<file path="src/rtl/channel_sequencer.sv">
// channel_sequencer
// Steps through a small pattern RAM and drives one synth channel. Each entry
// supplies the note and channel settings plus a length measured in tempo ticks.
//
// Ports:
//   clk50mhz, rst          : clock; synchronous active-high reset
//   wr_en/wr_addr/wr_data  : pattern RAM write port (usable in any state)
//   start, stop, loop      : playback control
//   tempo_div              : tick period minus one, in clk50mhz cycles
//   note_in .. fx_optB     : registered channel settings
//   note_clk, note_rst     : one-cycle tick and note-start pulses
//   playing, step, done    : playback status
module channel_sequencer #(
    parameter int TEMPO_W    = 16,
    parameter int DEPTH_LOG2 = 4
) (
    input  logic                  clk50mhz,
    input  logic                  rst,
    input  logic                  wr_en,
    input  logic [DEPTH_LOG2-1:0] wr_addr,
    input  logic [20:0]           wr_data,
    input  logic                  start,
    input  logic                  stop,
    input  logic                  loop,
    input  logic [TEMPO_W-1:0]    tempo_div,
    output logic [5:0]            note_in,
    output logic [2:0]            note_length,
    output logic [1:0]            env_atk,
    output logic [1:0]            env_dec,
    output logic [1:0]            fx_sel,
    output logic [1:0]            fx_optA,
    output logic [1:0]            fx_optB,
    output logic                  note_clk,
    output logic                  note_rst,
    output logic                  playing,
    output logic [DEPTH_LOG2-1:0] step,
    output logic                  done
);

    localparam logic [1:0] IDLE  = 2'd0;
    localparam logic [1:0] FETCH = 2'd1;
    localparam logic [1:0] EMIT  = 2'd2;
    localparam logic [1:0] PLAY  = 2'd3;

    localparam logic [DEPTH_LOG2-1:0] STEP_ONE = 1;
    localparam logic [TEMPO_W-1:0]    CNT_ONE  = 1;
    localparam logic [3:0]            TICK_ONE = 4'd1;

    logic [20:0]        mem [2**DEPTH_LOG2];
    logic [20:0]        entry;
    logic [1:0]         state;
    logic [TEMPO_W-1:0] cnt;
    logic [3:0]         ticks;

    // Pattern RAM has no reset so its contents survive rst.
    always_ff @(posedge clk50mhz) begin
        if (wr_en && !rst)
            mem[wr_addr] <= wr_data;
    end

    always_ff @(posedge clk50mhz) begin
        if (rst) begin
            state       <= IDLE;
            step        <= '0;
            entry       <= '0;
            cnt         <= '0;
            ticks       <= '0;
            note_in     <= '0;
            note_length <= '0;
            env_atk     <= '0;
            env_dec     <= '0;
            fx_sel      <= '0;
            fx_optA     <= '0;
            fx_optB     <= '0;
            note_clk    <= 1'b0;
            note_rst    <= 1'b0;
            playing     <= 1'b0;
            done        <= 1'b0;
        end else begin
            note_clk <= 1'b0;
            note_rst <= 1'b0;
            done     <= 1'b0;
            if (stop) begin
                // Channel settings are left as they are; only status drops.
                state   <= IDLE;
                playing <= 1'b0;
            end else begin
                case (state)
                    IDLE: begin
                        if (start) begin
                            step    <= '0;
                            state   <= FETCH;
                            playing <= 1'b1;
                        end
                    end
                    FETCH: begin
                        entry <= mem[step];
                        state <= EMIT;
                    end
                    EMIT: begin
                        note_length <= entry[14:12];
                        env_atk     <= entry[11:10];
                        env_dec     <= entry[9:8];
                        fx_sel      <= entry[7:6];
                        fx_optA     <= entry[5:4];
                        fx_optB     <= entry[3:2];
                        // A rest keeps the previous note and does not retrigger.
                        if (!entry[1]) begin
                            note_in  <= entry[20:15];
                            note_rst <= 1'b1;
                        end
                        cnt   <= '0;
                        ticks <= '0;
                        state <= PLAY;
                    end
                    default: begin
                        // >= so a shrinking tempo_div cannot strand the counter.
                        if (cnt >= tempo_div) begin
                            cnt      <= '0;
                            note_clk <= 1'b1;
                            ticks    <= ticks + TICK_ONE;
                            // This wrap is tick number ticks+1; end on length+1.
                            if (ticks == {1'b0, entry[14:12]}) begin
                                if (entry[0] && !loop) begin
                                    state   <= IDLE;
                                    playing <= 1'b0;
                                    done    <= 1'b1;
                                end else begin
                                    state <= FETCH;
                                    // Last index wraps to 0 via natural overflow.
                                    step  <= entry[0] ? '0 : step + STEP_ONE;
                                end
                            end
                        end else begin
                            cnt <= cnt + CNT_ONE;
                        end
                    end
                endcase
            end
        end
    end

endmodule

</file>
<file path="config.mk">
export PLATFORM = sky130hd
export DESIGN_NAME = channel_sequencer
export DESIGN_NICKNAME = d
export VERILOG_FILES = /design/src/rtl/channel_sequencer.sv
export SDC_FILE = /design/constraint.sdc
export NUM_CORES = 1
export LEC_CHECK = 0
export BUFFER_PORTS_ARGS = -buffer_cell sky130_fd_sc_hd__buf_2
export CAP_MARGIN = 20
export CORE_MARGIN = 3
export CORE_UTILIZATION = 61
export DETAILED_ROUTE_END_ITERATION = 7
export GPL_ROUTABILITY_DRIVEN = 1
export PLACE_DENSITY = 0.81
export SETUP_SLACK_MARGIN = 0.02
export SLEW_MARGIN = 20
export SYNTH_ARGS = -nofsm -noshare
export SYNTH_HDL_FRONTEND = slang
export SYNTH_SLANG_ARGS = --single-unit
</file>
<file path="constraint.sdc">
create_clock -name clk50mhz -period 3.3 [get_ports clk50mhz]
set_input_delay 0.66 -clock clk50mhz [delete_from_list [all_inputs] [get_ports clk50mhz]]
set_output_delay 0.66 -clock clk50mhz [all_outputs]
set_load 0.02 [all_outputs]
</file>
* After elaboration in Yosys (flattened, before gate mapping) *
Memory sizes are Yosys's and may differ from the RTL's. A register that Yosys moved wholly into a read port is not among the register bits.
Index checks and enable logic that the tools add are counted.

cells by class
  add/sub/neg operators = 3
  $lt $le $gt $ge = 1
  eq/ne operators = 5
  mux-type cells = 25
  bitwise operators = 7
  reductions and logical operators = 25

operators with widths
  cell                   number
  $pmux 16 s2            1
  $mux 4                 6
  $add 16x1->16 const B  1
  $ge 16x16->1           1
  $mux 16                1
  $pmux 4 s2             2
  $mux 1                 10
  $reduce_and 3->1       3
  $add 4x1->4 const B    2
  $reduce_bool 2->1      4
  $reduce_bool 4->1      2
  $not 1->1              7
  $reduce_or 7->1        1
  $mux 2                 3
  $pmux 2 s3             1
  $reduce_and 2->1       3
  $reduce_and 6->1       1
  $reduce_or 2->1        3
  $reduce_and 5->1       1
  $reduce_or 5->1        1
  $eq 4x3->1             1
  $reduce_or 3->1        1
  $eq 2x1->1 const B     1
  $eq 2x2->1 const B     1
  6 further kinds        8

storage, ports and cells
  register bits after elaboration = 49
  RAM bits = 336
  input bits = 47
  output and inout bits = 27
  logic and storage cells = 82
  memories kept = 1

memories
  name  depth  width  read ports  clocked after memory_dff  wr ports  line  RTL
  mem   16     21     1           1                         1         49    logic [20:0] mem [2**DEPTH_LOG2];

* Longest topological paths before layout *
  depth in word-level cells = 6
  gate-level depth with buffers = 10
  mapped depth without buffers = 8

* Least setup slack after synthesis *
OpenSTA, ideal clock, no wires.

  path kind = in2reg
  start point = in rst
  end point = mem mem[0][0] (enable)
  setup time = 426 ps
  arrival = 2649 ps
  required time = 2874 ps
  path slack = 225 ps
  cell stages on the path = 3
  buffers on the path = 0
  cell sequence = nand2b_1 -> or3_1 -> nor3_1

between the ends
  cells in the longest elaborated chain, start to end = 4

ends and longest elaborated chain
  item                          line  RTL
  start, declared               18    input logic rst,
  $logic_not 1->1               57    if (wr_en && !rst)
  $logic_and 1x1->1             57
  $mux 1                        57
  $mux 1 (implied by the code)  58    mem[wr_addr] <= wr_data;
  end, declared                 49

Every way passes these cells.

==> run_results.csv <==
group,metric,value,unit
finish,final_cells,1314,
finish,drive_above_1_share,29.8,%
floorplan,core_region_area,25500,sq um
worst_hold_path,min_path_type,"reg -> reg",
clock_tree,cts_hold_buf,0,
synthesis,synth_cell_types,43,
synthesis,yosys.area.top_type,"edfxtp_1",
floorplan,die_x,168,um
timing,relSlewSlack,31.0,%
worst_setup_path,crit_path_max_incr_delay,0.66,ns
global_routing,grt_max_degree,32,
floorplan,initial_core_util,62.6,%
placement,gp_congestion,0.858,
global_routing,grt_pass1_vias,8798,
timing,fin_worst_hold_slack,0.450,ns
synthesis,synthArstFlopShare,0,%
worst_setup_path,crit_type,"reg -> reg",
synthesis,synth-main-ff-cell,"edfxtp_1",
synthesis,synth_edf_count,336,
timing,tns,0,ns
drt,routed_via_density,6.38,
floorplan,num_rows,58,
timing,max_freq,399,MHz
clock_tree,post_cts_resized,0,
drt,wl_per_cell,26.2,um
drt,drt_iter0_drc,1068,
floorplan,ios,74,
timing,finClkSkew,0.00857,ns
power,ir_drop,437,uV
drt,finalWirelength,34400,um
finish,area_growth,13.7,%
drt,drc,0,
finish,antenna_cells,0,
timing,finalCritPeriodShare,76.0,%
clock_tree,numCtsBuffers,41,
drt,vias,8379,
worst_setup_path,cpMostUsedCell,"mux4_2",
worst_setup_path,path_max_fanout,22,
drt,drtAntennaViolNets,0,
synthesis,syn_area,15900,sq um
clock_tree,cts_buffer_depth,3,
clock_tree,clk_pin_slew,0.06,ns
power,powerDensity,575,nW/um^2
worst_setup_path,startpoint_type,"flop",
clock_tree,ctsRootBufferMaster,"clkbuf_16",
synthesis,yosysWarnings,0,
clock_tree,htree_levels,2,
placement,dp.cells,1247,
floorplan,die_h,168,um
timing,rsz0062_at_grt,"false",
synthesis,syn_avg_cell_area,18.6,sq um
power,leakage,0.00595,uW
placement,hpwl,19700,um
flow_run,cap_violations,0,
worst_setup_path,cp_slowest_cell,"dfxtp_4",
synthesis,syn_nets,927,
synthesis,ys_top_cells_by_area,"edfxtp_1 (63%), mux4_2 (15%), dfxtp_1 (8.8%), ha_1 (1.9%), a32o_1 (1.3%)",
clock_tree,postCtsSetupRepairBufs,0,
finish,fill_cells,1542,
drt,drtPass1Iterations,5,
finish,nets,1031,
synthesis,synth_cells,856,
timing,setup_viol,0,
synthesis,synth-seq-area-share,72.0,%
timing,drv_slew,0,
worst_setup_path,endpoint_kind,"flop",
timing,worst_pin_slew,1.03,ns
global_routing,grt.total_usage,25.3,%
synthesis,synth-seq-cells,406,
synthesis,yosys.area.top_type_share,63.3,%
worst_setup_path,crit_chain,"buf_4 > mux4_2 > mux4_2 > a32o_1",
placement,port_buffers,73,
clock_tree,clkLatencyLatePin,0.53,ns
outcome,status,"complete, no violations",
floorplan,die-area,28100,sq um
clock_tree,cts_sinks,406,
worst_setup_path,cp.required,3.72,ns
worst_setup_path,cp.arrival,2.92,ns
global_routing,overflow,0,
global_routing,grt_pass1_wl,53200,um
timing,post-route-min-period,2.51,ns
global_routing,antenna_found_initial,1,
timing,hold_viol,0,
clock_tree,cts_tree,"built",
-- layer usage --
layer	wire, um	global-route usage (%)	vias to the layer above	share of wire [%]
li1	-	-	3629	-
met1	13700	36.8	4268	40
met2	16800	40.2	423	49
met3	3280	5.57	57	9.5
met4	604	6.26	2	1.8
met5	12	0	-	0.035
-- cell families (layout without fill, tap and decap cells) --
family	Yosys count	after routing	share of synthesized area [%]
flops	406	406	72.0
simple gates	156	156	4.55
mux	108	108	15.0
compound gates	76	76	3.54
buf+inv	68	196	1.98
fa+ha+maj	24	24	1.88
xor+xnor	18	18	0.988
-- worst paths after layout --
| kind | from | endpoint | slack, ns | depth (start not counted) |
|---|---|---|---|---|
| setup reg to reg | step[0] | entry[15] | 0.79 | 4 |
| setup / recovery | step[0] | entry[15] | 0.79 | 4 |
| hold reg to reg | note_length[1] | note_length[1] | 0.45 | 2 |
| hold / removal | note_length[1] | note_length[1] | 0.45 | 2 |
-- critical path: cells and delay by family, from the launching register on --
kind	cells	cell delay (ns)
buf+inv	1	0.33
flops	1	0.66
mux	2	1.09
compound gates	1	0.28
-- state kept, by name, indices dropped and copies added (netlist names), 3 cells and up --
register and flops:
cnt 16, entry 21, mem 336, note_in 6
note_length 3, step 4, ticks 4
-- Yosys cell counts (7+ instances only) --
library cell	number
a21oi_1	30
a32o_1	21
buf_2	9
clkbuf_1	26
dfxtp_1	70
edfxtp_1	336
ha_1	24
inv_1	21
mux4_2	105
nand2_1	56
nand3_1	8
nand4_1	11
nor2_1	43
nor3_1	9
o21ai_0	8
xnor2_1	7
xor2_1	11
-- per-stage QoR --
step                cell area, sq um  total power [uW]  worst slack, ns  util [%]
floorplan                      15900              5960            0.225         -
global placement               16900              6090            0.490      66.2
detailed placement             16900              6110            0.359      66.2
CTS                            18100             10500            0.752      71.2
global route                   18100             10700            0.579      71.2
finish                         18100             10400            0.794      71.2
-- layout make-up --
class	count	area [sq um]	area share, %
Tap cell	330	413	2.28
Inverter	22	82.6	0.455
Multi-Input combinational cell	382	4200	23.2
Sequential cell	406	11500	63.4
Timing Repair Buffer	107	671	3.70
Clock inverter	17	144	0.794
Clock buffer	50	1120	6.20
-- where the power goes --
group / switching, uW / internal [uW]
clock network: 1840 / 2570
registers: 34.3 / 5610
logic: 223 / 146
total: 2100 / 8320
-- cells in the final DEF, fill, tap and decap left out, types with 7 or more instances in the layout --
| cell type | Yosys | routed |
|---|---|---|
| a21oi_1 | 30 | 29 |
| a32o_1 | 21 | 21 |
| buf_2 | 9 | 73 |
| buf_4 | 0 | 30 |
| clkbuf_16 | 0 | 44 |
| dfxtp_1 | 70 | 67 |
| edfxtp_1 | 336 | 336 |
| ha_1 | 24 | 24 |
| inv_1 | 21 | 21 |
| mux4_2 | 105 | 105 |
| nand2_1 | 56 | 56 |
| nand3_1 | 8 | 8 |
| nand4_1 | 11 | 11 |
| nor2_1 | 43 | 30 |
| nor2_2 | 0 | 13 |
| o21ai_0 | 8 | 8 |
| xnor2_1 | 7 | 7 |
| xor2_1 | 11 | 11 |
Note: power is estimated with default switching activity, not from simulation.
